$ cat src/rtl/etapa_mem.sv
// Memory stage: ALU pass-through in 1 cycle, or a 32-bit load/store as four serial byte transfers, stalling upstream meanwhile.
// Optional per-byte ack timeout with sticky mem_err when ETAPA_MEM_TIMEOUT_EN is defined.
module etapa_mem #(
   parameter int TIMEOUT = 15
) (
   input  logic        clk,
   input  logic        rst_n,
   input  logic        in_valid,
   input  logic        mem_read,
   input  logic        mem_write,
   input  logic        reg_write,
   input  logic [31:0] alu_result,
   input  logic [31:0] data1_in,
   input  logic [2:0]  dir_dest_in,
   input  logic [7:0]  inmediate_in,
   output logic        stall,
   output logic        mem_req,
   output logic        mem_we,
   output logic [9:0]  mem_addr,
   output logic [7:0]  mem_wdata,
   input  logic [7:0]  mem_rdata,
   input  logic        mem_ack,
   output logic        wb_valid,
   output logic        wb_we,
   output logic [31:0] wb_data,
   output logic [2:0]  wb_dest
`ifdef ETAPA_MEM_TIMEOUT_EN
   ,
   output logic        mem_err
`endif
);

   typedef enum logic {IDLE, XFER} state_t;

   state_t      state_q, state_d;
   logic [1:0]  lane_q, lane_d;
   logic        is_store_q, is_store_d;
   logic        rw_q, rw_d;
   logic [2:0]  dest_q, dest_d;
   logic [7:0]  addr_q, addr_d;
   logic [31:0] sdata_q, sdata_d;
   logic [31:0] ldbuf_q, ldbuf_d;
   logic        wb_valid_q, wb_valid_d;
   logic        wb_we_q, wb_we_d;
   logic [31:0] wb_data_q, wb_data_d;
   logic [2:0]  wb_dest_q, wb_dest_d;
`ifdef ETAPA_MEM_TIMEOUT_EN
   localparam int CW = $clog2(TIMEOUT + 1);
   logic [CW-1:0] cnt_q, cnt_d;
   logic          err_q, err_d;
`endif

   always_comb begin
      state_d    = state_q;
      lane_d     = lane_q;
      is_store_d = is_store_q;
      rw_d       = rw_q;
      dest_d     = dest_q;
      addr_d     = addr_q;
      sdata_d    = sdata_q;
      ldbuf_d    = ldbuf_q;
      wb_valid_d = 1'b0;
      wb_we_d    = 1'b0;
      wb_data_d  = wb_data_q;
      wb_dest_d  = wb_dest_q;
`ifdef ETAPA_MEM_TIMEOUT_EN
      cnt_d      = cnt_q;
      err_d      = err_q;
`endif
      case (state_q)
         IDLE: begin
            if (in_valid) begin
               if (mem_read || mem_write) begin
                  state_d    = XFER;
                  lane_d     = 2'd0;
                  is_store_d = mem_write;
                  rw_d       = reg_write;
                  dest_d     = dir_dest_in;
                  addr_d     = inmediate_in;
                  sdata_d    = data1_in;
                  ldbuf_d    = 32'd0;
`ifdef ETAPA_MEM_TIMEOUT_EN
                  cnt_d      = '0;
`endif
               end else begin
                  wb_valid_d = 1'b1;
                  wb_we_d    = reg_write;
                  wb_data_d  = alu_result;
                  wb_dest_d  = dir_dest_in;
               end
            end
         end
         XFER: begin
            if (mem_ack) begin
               if (!is_store_q) ldbuf_d[{lane_q, 3'b000} +: 8] = mem_rdata;
`ifdef ETAPA_MEM_TIMEOUT_EN
               cnt_d = '0;
`endif
               if (lane_q == 2'd3) begin
                  state_d    = IDLE;
                  wb_valid_d = 1'b1;
                  wb_we_d    = !is_store_q && rw_q;
                  // Top byte bypasses the buffer since it arrives this cycle.
                  wb_data_d  = is_store_q ? 32'd0 : {mem_rdata, ldbuf_q[23:0]};
                  wb_dest_d  = dest_q;
               end else begin
                  lane_d = lane_q + 2'd1;
               end
            end
`ifdef ETAPA_MEM_TIMEOUT_EN
            else if (cnt_q == CW'(TIMEOUT - 1)) begin
               state_d = IDLE;
               err_d   = 1'b1;
            end else begin
               cnt_d = cnt_q + 1'b1;
            end
`endif
         end
         default: state_d = IDLE;
      endcase
   end

   always_ff @(posedge clk) begin
      if (!rst_n) begin
         state_q    <= IDLE;
         lane_q     <= 2'd0;
         is_store_q <= 1'b0;
         rw_q       <= 1'b0;
         dest_q     <= 3'd0;
         addr_q     <= 8'd0;
         sdata_q    <= 32'd0;
         ldbuf_q    <= 32'd0;
         wb_valid_q <= 1'b0;
         wb_we_q    <= 1'b0;
         wb_data_q  <= 32'd0;
         wb_dest_q  <= 3'd0;
`ifdef ETAPA_MEM_TIMEOUT_EN
         cnt_q      <= '0;
         err_q      <= 1'b0;
`endif
      end else begin
         state_q    <= state_d;
         lane_q     <= lane_d;
         is_store_q <= is_store_d;
         rw_q       <= rw_d;
         dest_q     <= dest_d;
         addr_q     <= addr_d;
         sdata_q    <= sdata_d;
         ldbuf_q    <= ldbuf_d;
         wb_valid_q <= wb_valid_d;
         wb_we_q    <= wb_we_d;
         wb_data_q  <= wb_data_d;
         wb_dest_q  <= wb_dest_d;
`ifdef ETAPA_MEM_TIMEOUT_EN
         cnt_q      <= cnt_d;
         err_q      <= err_d;
`endif
      end
   end

   assign stall     = (state_q == XFER);
   assign mem_req   = (state_q == XFER);
   assign mem_we    = (state_q == XFER) && is_store_q;
   assign mem_addr  = (state_q == XFER) ? {addr_q, lane_q} : 10'd0;
   assign mem_wdata = ((state_q == XFER) && is_store_q) ? sdata_q[{lane_q, 3'b000} +: 8] : 8'd0;
   assign wb_valid  = wb_valid_q;
   assign wb_we     = wb_we_q;
   assign wb_data   = wb_data_q;
   assign wb_dest   = wb_dest_q;
`ifdef ETAPA_MEM_TIMEOUT_EN
   assign mem_err   = err_q;
`endif

endmodule
$ cat config.mk
export PLATFORM = sky130hd
export DESIGN_NAME = etapa_mem
export DESIGN_NICKNAME = d
export VERILOG_FILES = /design/src/rtl/etapa_mem.sv
export SDC_FILE = /design/constraint.sdc
export NUM_CORES = 1
export LEC_CHECK = 0
export BUFFER_PORTS_ARGS = -buffer_cell sky130_fd_sc_hd__buf_2
export CORE_ASPECT_RATIO = 0.7
export CORE_MARGIN = 10
export CORE_UTILIZATION = 51
export DETAILED_ROUTE_END_ITERATION = 6
export PLACE_DENSITY = 0.84
export SYNTH_ARGS = -nofsm -noshare
export SYNTH_HDL_FRONTEND = slang
export SYNTH_SLANG_ARGS = --single-unit
$ cat constraint.sdc
create_clock -name clk -period 2.3 [get_ports clk]
set_input_delay 0.46 -clock clk [delete_from_list [all_inputs] [get_ports clk]]
set_output_delay 0.46 -clock clk [all_outputs]
set_load 0.02 [all_outputs]
[After elaboration in Yosys (flattened, before gate mapping)]
Index checks and enable logic that the tools add are counted.
Storage, ports and cells
  logic and storage cells: 73
  flip-flop bits (word level): 117
  output and inout bits: 58
  bits of input ports: 90
Operators by class
  muxes and demuxes: 39
  eq/ne operators: 8
  bitwise logic cells: 1
  shift-type cells: 3
  reduce and logical (&&, ||, !) cells: 8
  $add $sub $neg: 2
Operator list (count)
  two-way mux 32 bit: 9
  one-hot mux 32 bit (2 select lines): 2
  bitwise mux 32 bit: 1
  variable shift 8 x 7 -> 32 bit, first input constant: 1
  indexed part select 32 x 6 -> 8 bit: 1
  indexed part select 8 x 7 -> 32 bit: 1
  two-way mux 1 bit: 12
  two-way mux 3 bit: 4
  inequality test 2 bit, second input constant: 6
  AND reduction 4 bit: 3
  two-way mux 10 bit: 1
  two-way mux 2 bit: 4
  two-way mux 8 bit: 1
  negation 5 -> 7 bit: 1
  one-hot mux 1 bit (2 select lines): 3
  one-hot mux 3 bit (2 select lines): 1
  one-hot mux 2 bit (2 select lines): 1
  AND reduction 3 bit: 1
  adder 2 x 1 -> 2 bit, second input constant: 1
  == test 2 bit, second input constant: 1
  logical AND 1 bit: 2
  inequality test 2 x 1 -> 1 bit, second input constant: 1
  zero test 1 bit: 1
  logical OR 1 bit: 1
  inverter 1 bit: 1

[Longest topological paths before layout]
Gate-level depths: netlist (run 1).
  depth after elaboration: 6
  gate-level depth with buffers: 7
  mapped depth without buffers: 6

[Worst setup path before layout (run 1)]
Ideal clock, no wire load.
  path kind: flip-flop to flip-flop
  start point: register lane_q[1]
  end point: register ldbuf_q[16]
  cell stages (with the launch flop): 8
  path buffers: 1
  setup slack: 0.413 ns
  library setup time: 0.072 ns
  arrival: 1.815 ns
  data required time: 2.228 ns
  period minus slack after synthesis: 1.887 ns
  path through: dfxtp_1 clkbuf_1 inv_1 ha_1 nand4b_1 nor3b_2 nand2_1 mux2i_1
Between the ends
  longest elaborated chain between the ends: 6
  elaborated cells on any way between the ends: 7
  those cells by class: 1 x add/sub; 2 x shift; 4 x mux
RTL lines
  start, declared: line 36  | logic [1:0] lane_q, lane_d;
  start signal, assigned: line 143  | lane_q <= lane_d;
  negation 5 -> 7 bit (*): line 95  | if (!is_store_q) ldbuf_d[{lane_q, 3'b000} +: 8] = mem_rdata;
  indexed part select 8 x 7 -> 32 bit / variable shift 8 x 7 -> 32 bit (equally long branches): line 95
  bitwise mux 32 bit (*): line 95
  two-way mux 32 bit (*): line 95
  two-way mux 32 bit (*): line 94  | if (mem_ack) begin
  one-hot mux 32 bit (2 select lines) (*): line 70  | case (state_q)
  end signal, assigned: line 149  | ldbuf_q <= ldbuf_d;
  end, declared: line 42  | logic [31:0] ldbuf_q, ldbuf_d;
Mark *: on every way between the ends. The rest lies on a longest branch, timed or not. The select of a mux whose other input is x is not followed.
A chain may end at the register's enable or synchronous reset.

[Worst setup path in the final report (run 1)]
  start point: register lane_q[0]
  end point: output port mem_wdata[3]
Between the ends
  longest elaborated chain between the ends: 2
RTL lines
  indexed part select 32 x 6 -> 8 bit: line 165  | assign mem_wdata = ((state_q == XFER) && is_store_q) ? sdata_q[{lane_q, 3'b000} +: 8] : 8'd0;
  two-way mux 8 bit: line 165
  end, declared: line 20  | output logic [7:0] mem_wdata,
No other way between the ends.

==> results.cfg, run 1 <==
[outcome]
run_status = completed

[power_and_ir_drop]
peakVddDrop_uv = 470
power_density_nw_per_um2 = 706
power.leakage_uw = 0.00249

[clock_network]
cts.htree.levels = 3
clk_latency_ns = 0.34
cts.sinks = 109
cts.clk_slew.worst_paths_ns = 0.07
cts_tree = built
cts_max_path_buffers = 2
cts_setup_buffers = 0
cts_buffers = 9
hold_buffers = 0
clockRootBuffer = clkbuf_16

[die]
start_util = 0.529
row_count = 29
die_h_um = 102
core_area_um2 = 9180
io_pins = 148
fp.dieW_um = 137
dieArea_um2 = 13900

[synthesis]
synth_area_per_cell_um2 = 8.93
synth_seq_cells = 109
synthCells = 544
ys_types = 34
yosysWarningCount = 0
synth_area_leaders = dfxtp_1 (45%), nand2_1 (12%), a311oi_2 (7.1%)
syn_area_um2 = 4860
synth_top_area_frac = 0.449
yosys.area.top_type = dfxtp_1
synthesis.nets = 639
seq_area_frac_synth = 0.449

[timing]
worstMarginPinSlew_ns = 1.16
grt_setup_unrepaired = false
period_needed_ns = 2.23
finClkSkew_ns = 0.00544
setup_tns_ns = 0
fmax_mhz = 449
setup_viol = 0
final_hold_viol_count = 0
slew_violations = 0
fin_crit_sh = 0.969
slew-limit-headroom = 0.226

[global_routing]
grt_pass1_vias = 4449
grt_use_total = 0.202
grt_antenna_before_repair = 0
grt_overflow = 0
grt_pass1_wl_um = 22800
grt_start_max_net_pins = 50

[worst_setup_path]
arrival_ns = 1.77
r2r_cells = 6
crit_path_end_kind = primary output
r2r_slack_ns = 0.26
worstPathRequired_ns = 1.84
r2r-start = lane_q[1]
start_kind = flip-flop
critical_path_class = flip-flop to primary output
r2r_end = ldbuf_q[16]
cp_max_fo = 7

[cells_and_area]
layout.nets = 766
areaGrowthSynthToFinish_pct = 22.6
num-fill-cells = 743
antennaDiodeCount = 0
stdcell_count = 800
drive_above_1_share = 0.322

[route]
wirelength_um = 14400
vias = 4401
drc = 0
vias_per_cell = 5.50
wire_per_inst_um = 17.9
ant_nets = 0
drtIter0Drc = 363
drtPass1Iterations = 5

[placement]
placed_cells = 784
post-dp-hpwl_um = 10600
place_congestion = 0.826
io_buffer_count = 147

[hold_path]
min_from = data1_in[20]
min_to = sdata_q[20]
whs_path_depth = 3
hold_path.class = input pin to flip-flop

[job]
cap_violations = 0
-- Yosys cell counts --
cell type and instances:
clkbuf_1 17, mux4_2 8, inv_1 3, buf_6 5, o21ai_0 1, and2_1 18
nor2b_1 1, nor3b_2 1, buf_4 6, a211oi_1 11, o21ai_2 2, a311oi_2 23
nand3b_1 25, nand2_1 152, dfxtp_1 109, nand4b_1 2, nor2_1 45, a22oi_1 9
a21oi_2 1, mux2i_1 19, o21ai_1 1, nand3_1 2, or2_2 1, nand2b_1 2
a31o_1 1, buf_1 3, a21oi_1 48, nor4b_4 1, buf_2 11, a22o_1 8
nor3_2 1, a311oi_1 1, ha_1 5, inv_2 1
-- critical path: stages (launching register included) --
cell and delay [ns]:
dfxtp_4 0.40, buf_4 0.18, mux4_2 0.50, and2_1 0.19, buf_2 0.16
-- registers in the layout (all words and copies together) (netlist names) --
register and count:
rw_q 1, ldbuf_q 24, wb_we 1, dest_q 3, lane_q 2, sdata_q 32, is_store_q 1, wb_dest 3
wb_valid 1, wb_data 32, addr_q 8, mem_req 1
-- where the power goes --
| group | total [uW] | switching, uW | internal (uW) |
|---|---|---|---|
| Clock | 1570 | 692 | 877 |
| Combinational | 603 | 367 | 237 |
| Sequential | 2040 | 63.6 | 1970 |
-- worst max path at each step --
| stage | end | cells past startpoint | from | slack, ns |
|---|---|---|---|---|
| global placement | mem_wdata[7] | 4 | lane_q[0] | 0.36 |
| CTS | mem_wdata[3] | 4 | lane_q[0] | 0.04 |
| global route | mem_wdata[3] | 4 | lane_q[0] | 0.01 |
| finish | mem_wdata[3] | 4 | lane_q[0] | 0.07 |
| detailed placement | mem_wdata[3] | 4 | lane_q[0] | 0.31 |
| floorplan | ldbuf_q[16] | 7 | lane_q[1] | 0.41 |
-- metal layers --
layer	track usage	vias up	share of wire
met5	0	-	0
met4	0.0580	0	0.017
met3	0.0569	20	0.074
met2	0.333	177	0.48
met1	0.254	2081	0.43
li1	-	2123	-
-- cell usage in the layout (no fill, tap or decap), types with 9 or more instances in the layout --
cell type and count:
a311oi_2 23, a21oi_1 48, clkbuf_16 9, buf_4 9, buf_2 147, a211oi_1 11
nand3b_1 25, nand2_1 152, mux2i_1 19, nor2_1 44, and2_1 18, dfxtp_1 107
a22oi_1 9
-- cells by family after synthesis --
family | synth area share
AO/OA/AOI/OAI | 0.177
adder cells (fa/ha/maj) | 0.0129
AND/OR/NAND/NOR | 0.234
multiplexers | 0.0762
flip-flops | 0.449
buffers and inverters | 0.0507
-- layout make-up --
type                       count  area (um2)  share of cell area
clock buffer                  11         243              0.0407
timing repair buffer         158         843               0.142
inverter                       4        15.0             0.00252
multi-input combinational    389        2450               0.412
tap                          124         155              0.0260
sequential                   109        2190               0.367
clock inverter                 5        58.8             0.00987
-- stage by stage --
| step | utilization | area [um2] | hold WS [ns] | setup slack, ns | power, uW |
|---|---|---|---|---|---|
| after floorplan | - | 4860 | 0.432 | 0.413 | 2460 |
| after global placement | 0.616 | 5650 | 0.437 | 0.365 | 2650 |
| after detailed placement | 0.616 | 5650 | 0.442 | 0.305 | 2680 |
| after CTS | 0.648 | 5950 | 0.342 | 0.0382 | 4230 |
| after global routing | 0.649 | 5960 | 0.340 | 0.0147 | 4370 |
| final | 0.649 | 5960 | 0.344 | 0.0719 | 4210 |
-- repair_timing --
item / 4_1_cts / 5_1_grt
cloned: 0 / 0
resized for setup: 1 / 2
pin swaps: 0 / 0
setup endpoints to repair: 8 / 6
(Power assumes the default switching activity.)
==> run 2, diff against run 1 <==
PLACE_DENSITY = 0.79   (was 0.84)
==> run 2 against run 1 <==
Clock power shrank 6%. Core utilization shrank 0.50 points. Critical path depth shrank 1. Clock-buffer cell count is the same. Clock skew shrank 0.00087 ns. Routed wire length shrank 4.4%. Sequential cell count is the same. First-iteration DRC count shrank 13%. Power shrank 2.6%. Sequential power is essentially flat. Largest power group unchanged. Global-route usage shrank 0.87 points.
==> results.cfg, run 2 (synthesis gave the netlist of run 1 again) <==
[outcome]
run_status = completed

[timing]
setup_viol = 0
slew_violations = 0
grt_setup_unrepaired = false
finClkSkew_ns = 0.00457
worstMarginPinSlew_ns = 1.15
period_needed_ns = 2.16
fmax_mhz = 462
setup_ws_ns = 0.136
holdWs_ns = 0.353
fin_crit_sh = 0.941
setup_tns_ns = 0
slew-limit-headroom = 0.228
final_hold_viol_count = 0

[route]
wirelength_um = 13700
wire_per_inst_um = 17.3
drtIter0Drc = 315
drtPass1Iterations = 5
vias_per_cell = 5.42
ant_nets = 0
vias = 4309
drc = 0

[worst_setup_path]
crit_path_end_kind = primary output
worstPathRequired_ns = 1.84
critical_path_class = flip-flop to primary output
r2r_slack_ns = 0.35
r2r_cells = 6
r2r_end = ldbuf_q[13]
arrival_ns = 1.70
cp_max_fo = 24
start_kind = flip-flop
r2r-start = lane_q[0]

[cells_and_area]
most-common-layout-cells = nand2_1 (152), buf_2 (147), dfxtp_1 (108)
layout_commonest_cell = nand2_1
layout.nets = 764
areaGrowthSynthToFinish_pct = 21.7
utilization = 0.644
num-fill-cells = 768
drive_above_1_share = 0.314
antennaDiodeCount = 0

[power_and_ir_drop]
p_int_uw = 3040
clkPwrFrac = 0.359
sw_frac_of_total = 0.259
peakVddDrop_uv = 420
power.leakage_uw = 0.00246
power_density_nw_per_um2 = 693
combPwrFrac = 0.147
power_switching_uw = 1060
p_seq_frac = 0.494

[clock_network]
hold_buffers = 0
cts.htree.levels = 3
cts.clk_slew.worst_paths_ns = 0.07
cts_setup_buffers = 0
cts_buffers = 9
clockRootBuffer = clkbuf_16
cts_tree = built
cts_max_path_buffers = 2
clk_latency_ns = 0.34
cts.sinks = 109
post_cts_resized = 0

[die]
start_util = 0.529
fp.dieW_um = 137
dieArea_um2 = 13900
core_area_um2 = 9180
die_h_um = 102
row_count = 29
io_pins = 148

[hold_path]
whs_path_depth = 3
min_from = inmediate_in[4]
hold_path.class = input pin to flip-flop
min_to = addr_q[4]

[placement]
pre_cts_ws_ns = 0.325
place_congestion = 0.809
io_buffer_count = 147
post-dp-hpwl_um = 10100

[global_routing]
grt_use_total = 0.193
grt_start_max_net_pins = 66
grt_overflow = 0
grt_pass1_wl_um = 21800
grt_pass1_vias = 4251
grt_antenna_before_repair = 0

[job]
cap_violations = 0
[run 2: final cells by class]
type / count / area, um2 / share of cell area
multi-input cells: 389 / 2460 / 0.416
inverters: 4 / 16.3 / 0.00275
clock inverters: 2 / 37.5 / 0.00635
well taps: 124 / 155 / 0.0262
repair buffers: 156 / 828 / 0.140
clock buffers: 11 / 233 / 0.0394
flip-flops and latches: 109 / 2180 / 0.369
[run 2: critical path, cell delays in order, from the launching register on]
cell	delay (ns)
dfxtp_2	0.61
and2_1	0.38
and2_1	0.20
buf_2	0.17
[run 2: how the worst max path moves through the flow]
stage               from           end  slack, ns  cells past startpoint
4_1_cts        lane_q[0]  mem_wdata[5]       0.13                      4
2_1_floorplan  lane_q[1]   ldbuf_q[16]       0.41                      7
6_report         mem_req  mem_wdata[7]       0.14                      3
3_3_place_gp   mem_write     lane_q[1]       0.42                      4
5_1_grt          mem_req   mem_addr[0]       0.01                      3
3_5_place_dp   mem_write    sdata_q[9]       0.33                      4
[run 2: metrics by stage]
stage / total power [uW] / instance area (um2) / std cells
2_1_floorplan: 2460 / 4860 / 544
5_1_grt: 4260 / 5910 / 795
6_report: 4100 / 5910 / 795
3_5_place_dp: 2670 / 5640 / 782
4_1_cts: 4130 / 5910 / 795
3_3_place_gp: 2650 / 5640 / 782
[run 2: power groups by stage]
stage	logic (uW)	registers, uW	clock network (uW)
5_1_grt	662	2040	1560
6_report	602	2030	1470
2_1_floorplan	366	2090	0
3_5_place_dp	603	2070	0
3_3_place_gp	583	2060	0
4_1_cts	605	2020	1500
[run 2: layer usage]
layer,vias to the layer above,track usage,part of all wire
met3,14,0.0574,0.081
met1,2009,0.249,0.44
met4,0,0.0514,0.012
met5,-,0,0
met2,165,0.311,0.47
li1,2121,-,-
==> run 3, diff against run 2 <==
--- a/constraint.sdc
+++ b/constraint.sdc
@@ -3,2 +3,2 @@
 set_output_delay 0.46 -clock clk [all_outputs]
-set_load 0.02 [all_outputs]
+set_load 0.01 [all_outputs]
==> run 3 against run 2 <==
Sequential cell count is the same. Critical path depth up 1. Non-clock buffer count is 1 higher. Sequential power about the same. Via count up 0.23%. Worst hold slack got worse by 0.0043 ns. Final cell count rose by 0.38%. Design area increased by 0.72%. Clock skew rose by 0.0029 ns. Register-to-register slack is essentially flat. Global-route usage is 0.19 points lower. Critical path type unchanged. Largest cell class unchanged. Highest routed layer unchanged.
==> results.cfg, run 3 (synthesis gave the netlist of run 1 again) <==
[outcome]
run_status = completed

[die]
io_pins = 148
die_h_um = 102
start_util = 0.529
core_area_um2 = 9180
row_count = 29
fp.dieW_um = 137
dieArea_um2 = 13900

[power_and_ir_drop]
p_seq_frac = 0.487
power_density_nw_per_um2 = 700
peakVddDrop_uv = 395
p_int_uw = 3110
clkPwrFrac = 0.376
sw_frac_of_total = 0.254
power_uw = 4170
power_switching_uw = 1060
combPwrFrac = 0.137
power.leakage_uw = 0.00248

[worst_setup_path]
arrival_ns = 1.76
critical_path_class = flip-flop to primary output
r2r-start = lane_q[1]
start_kind = flip-flop
cp_max_fo = 10
critPathTopFamily = multiplexers
crit_cells = 4
worstPathRequired_ns = 1.84
cp_num_buf_inv = 2
cpPeakStageDelay_ns = 0.50
crit_chain = buf_12 -> mux4_2 -> and2_1 -> buf_2
critPathLaunch = lane_q[0]
r2r_cells = 6
slowest_stage = mux4_2
crit_path_end_kind = primary output

[hold_path]
min_from = inmediate_in[1]
whs_path_depth = 3
hold_path.class = input pin to flip-flop

[cells_and_area]
antennaDiodeCount = 0
utilization = 0.649
layout.nets = 765
layout_commonest_cell = nand2_1
drive_above_1_share = 0.320
most-common-layout-cells = nand2_1 (152), buf_2 (147), dfxtp_1 (107)
areaGrowthSynthToFinish_pct = 22.5

[timing]
period_needed_ns = 2.22
slew_violations = 0
worstMarginPinSlew_ns = 1.17
slew-limit-headroom = 0.218
finClkSkew_ns = 0.00745
setup_tns_ns = 0
holdWs_ns = 0.349
fin_crit_sh = 0.966
fmax_mhz = 450
setup_viol = 0
grt_setup_unrepaired = false
final_hold_viol_count = 0

[placement]
post-dp-hpwl_um = 10100
place_congestion = 0.828
io_buffer_count = 147

[global_routing]
grt_overflow = 0
grt_pass1_vias = 4297
grt_antenna_before_repair = 0
grt_use_met2 = 0.307
grt_use_total = 0.192
grt_pass1_wl_um = 21700
grt.busiest_layer = met2
met3_usage = 0.0529
grt_start_max_net_pins = 66
gr-usage-met1 = 0.248

[route]
drtPass1Iterations = 5
wire_per_inst_um = 17.1
ant_nets = 0
drc = 0
drtIter0Drc = 353
vias = 4319
vias_per_cell = 5.41
wirelength_um = 13600

[clock_network]
cts_buffers = 9
cts.clk_slew.worst_paths_ns = 0.07
cts.htree.levels = 3
cts_tree = built
hold_buffers = 0
clk_latency_ns = 0.35
cts.sinks = 109
clockRootBuffer = clkbuf_16
cts_max_path_buffers = 2

[job]
cap_violations = 0
[run 3: metrics by stage]
step	setup WS, ns	area (um2)	cells
final	0.0789	5950	798
after global routing	0.0274	5950	798
after CTS	0.0564	5950	798
after detailed placement	0.322	5650	783
after global placement	0.420	5650	783
after floorplan	0.413	4860	544
[run 3: tightest hold or removal path: stages]
cell and delay [ns]:
buf_2 0.10, nand2_1 0.05, a21oi_1 0.05
[run 3: worst paths after layout]
| check | endpoint | slack (ns) |
|---|---|---|
| setup / recovery | mem_wdata[2] | 0.08 |
| hold / removal | addr_q[1] | 0.35 |
| setup reg to reg | wb_data[0] | 0.36 |
| hold reg to reg | addr_q[3] | 0.45 |
[run 3: cell type report]
cell class,instances,area [um2]
Clock buffer,12,256
Clock inverter,3,45.0
Fill cell,767,3230
Inverter,4,16.3
Multi-Input combinational cell,389,2460
Sequential cell,109,2190
Tap cell,124,155
Timing Repair Buffer,157,836
[run 3: timing repair]
action	in CTS	in global routing
setup endpoints to repair	1	5
resized for setup	1	1
pin swaps	0	0
buffers inserted	0	0
endpoints found under the hold margin	0	0
[run 3: routing by layer]
| layer | vias to the layer above | share of wire |
|---|---|---|
| met5 | - | 0 |
| met4 | 0 | 0.012 |
| met3 | 17 | 0.071 |
| met2 | 126 | 0.47 |
| met1 | 2060 | 0.45 |
| li1 | 2116 | - |
[run 3: power by group through the flow]
stage	Sequential, uW	Clock [uW]	Combinational, uW
after global routing	2040	1660	630
after floorplan	2070	0	361
final	2030	1570	571
after global placement	2070	0	554
after detailed placement	2070	0	569
after CTS	2030	1590	571
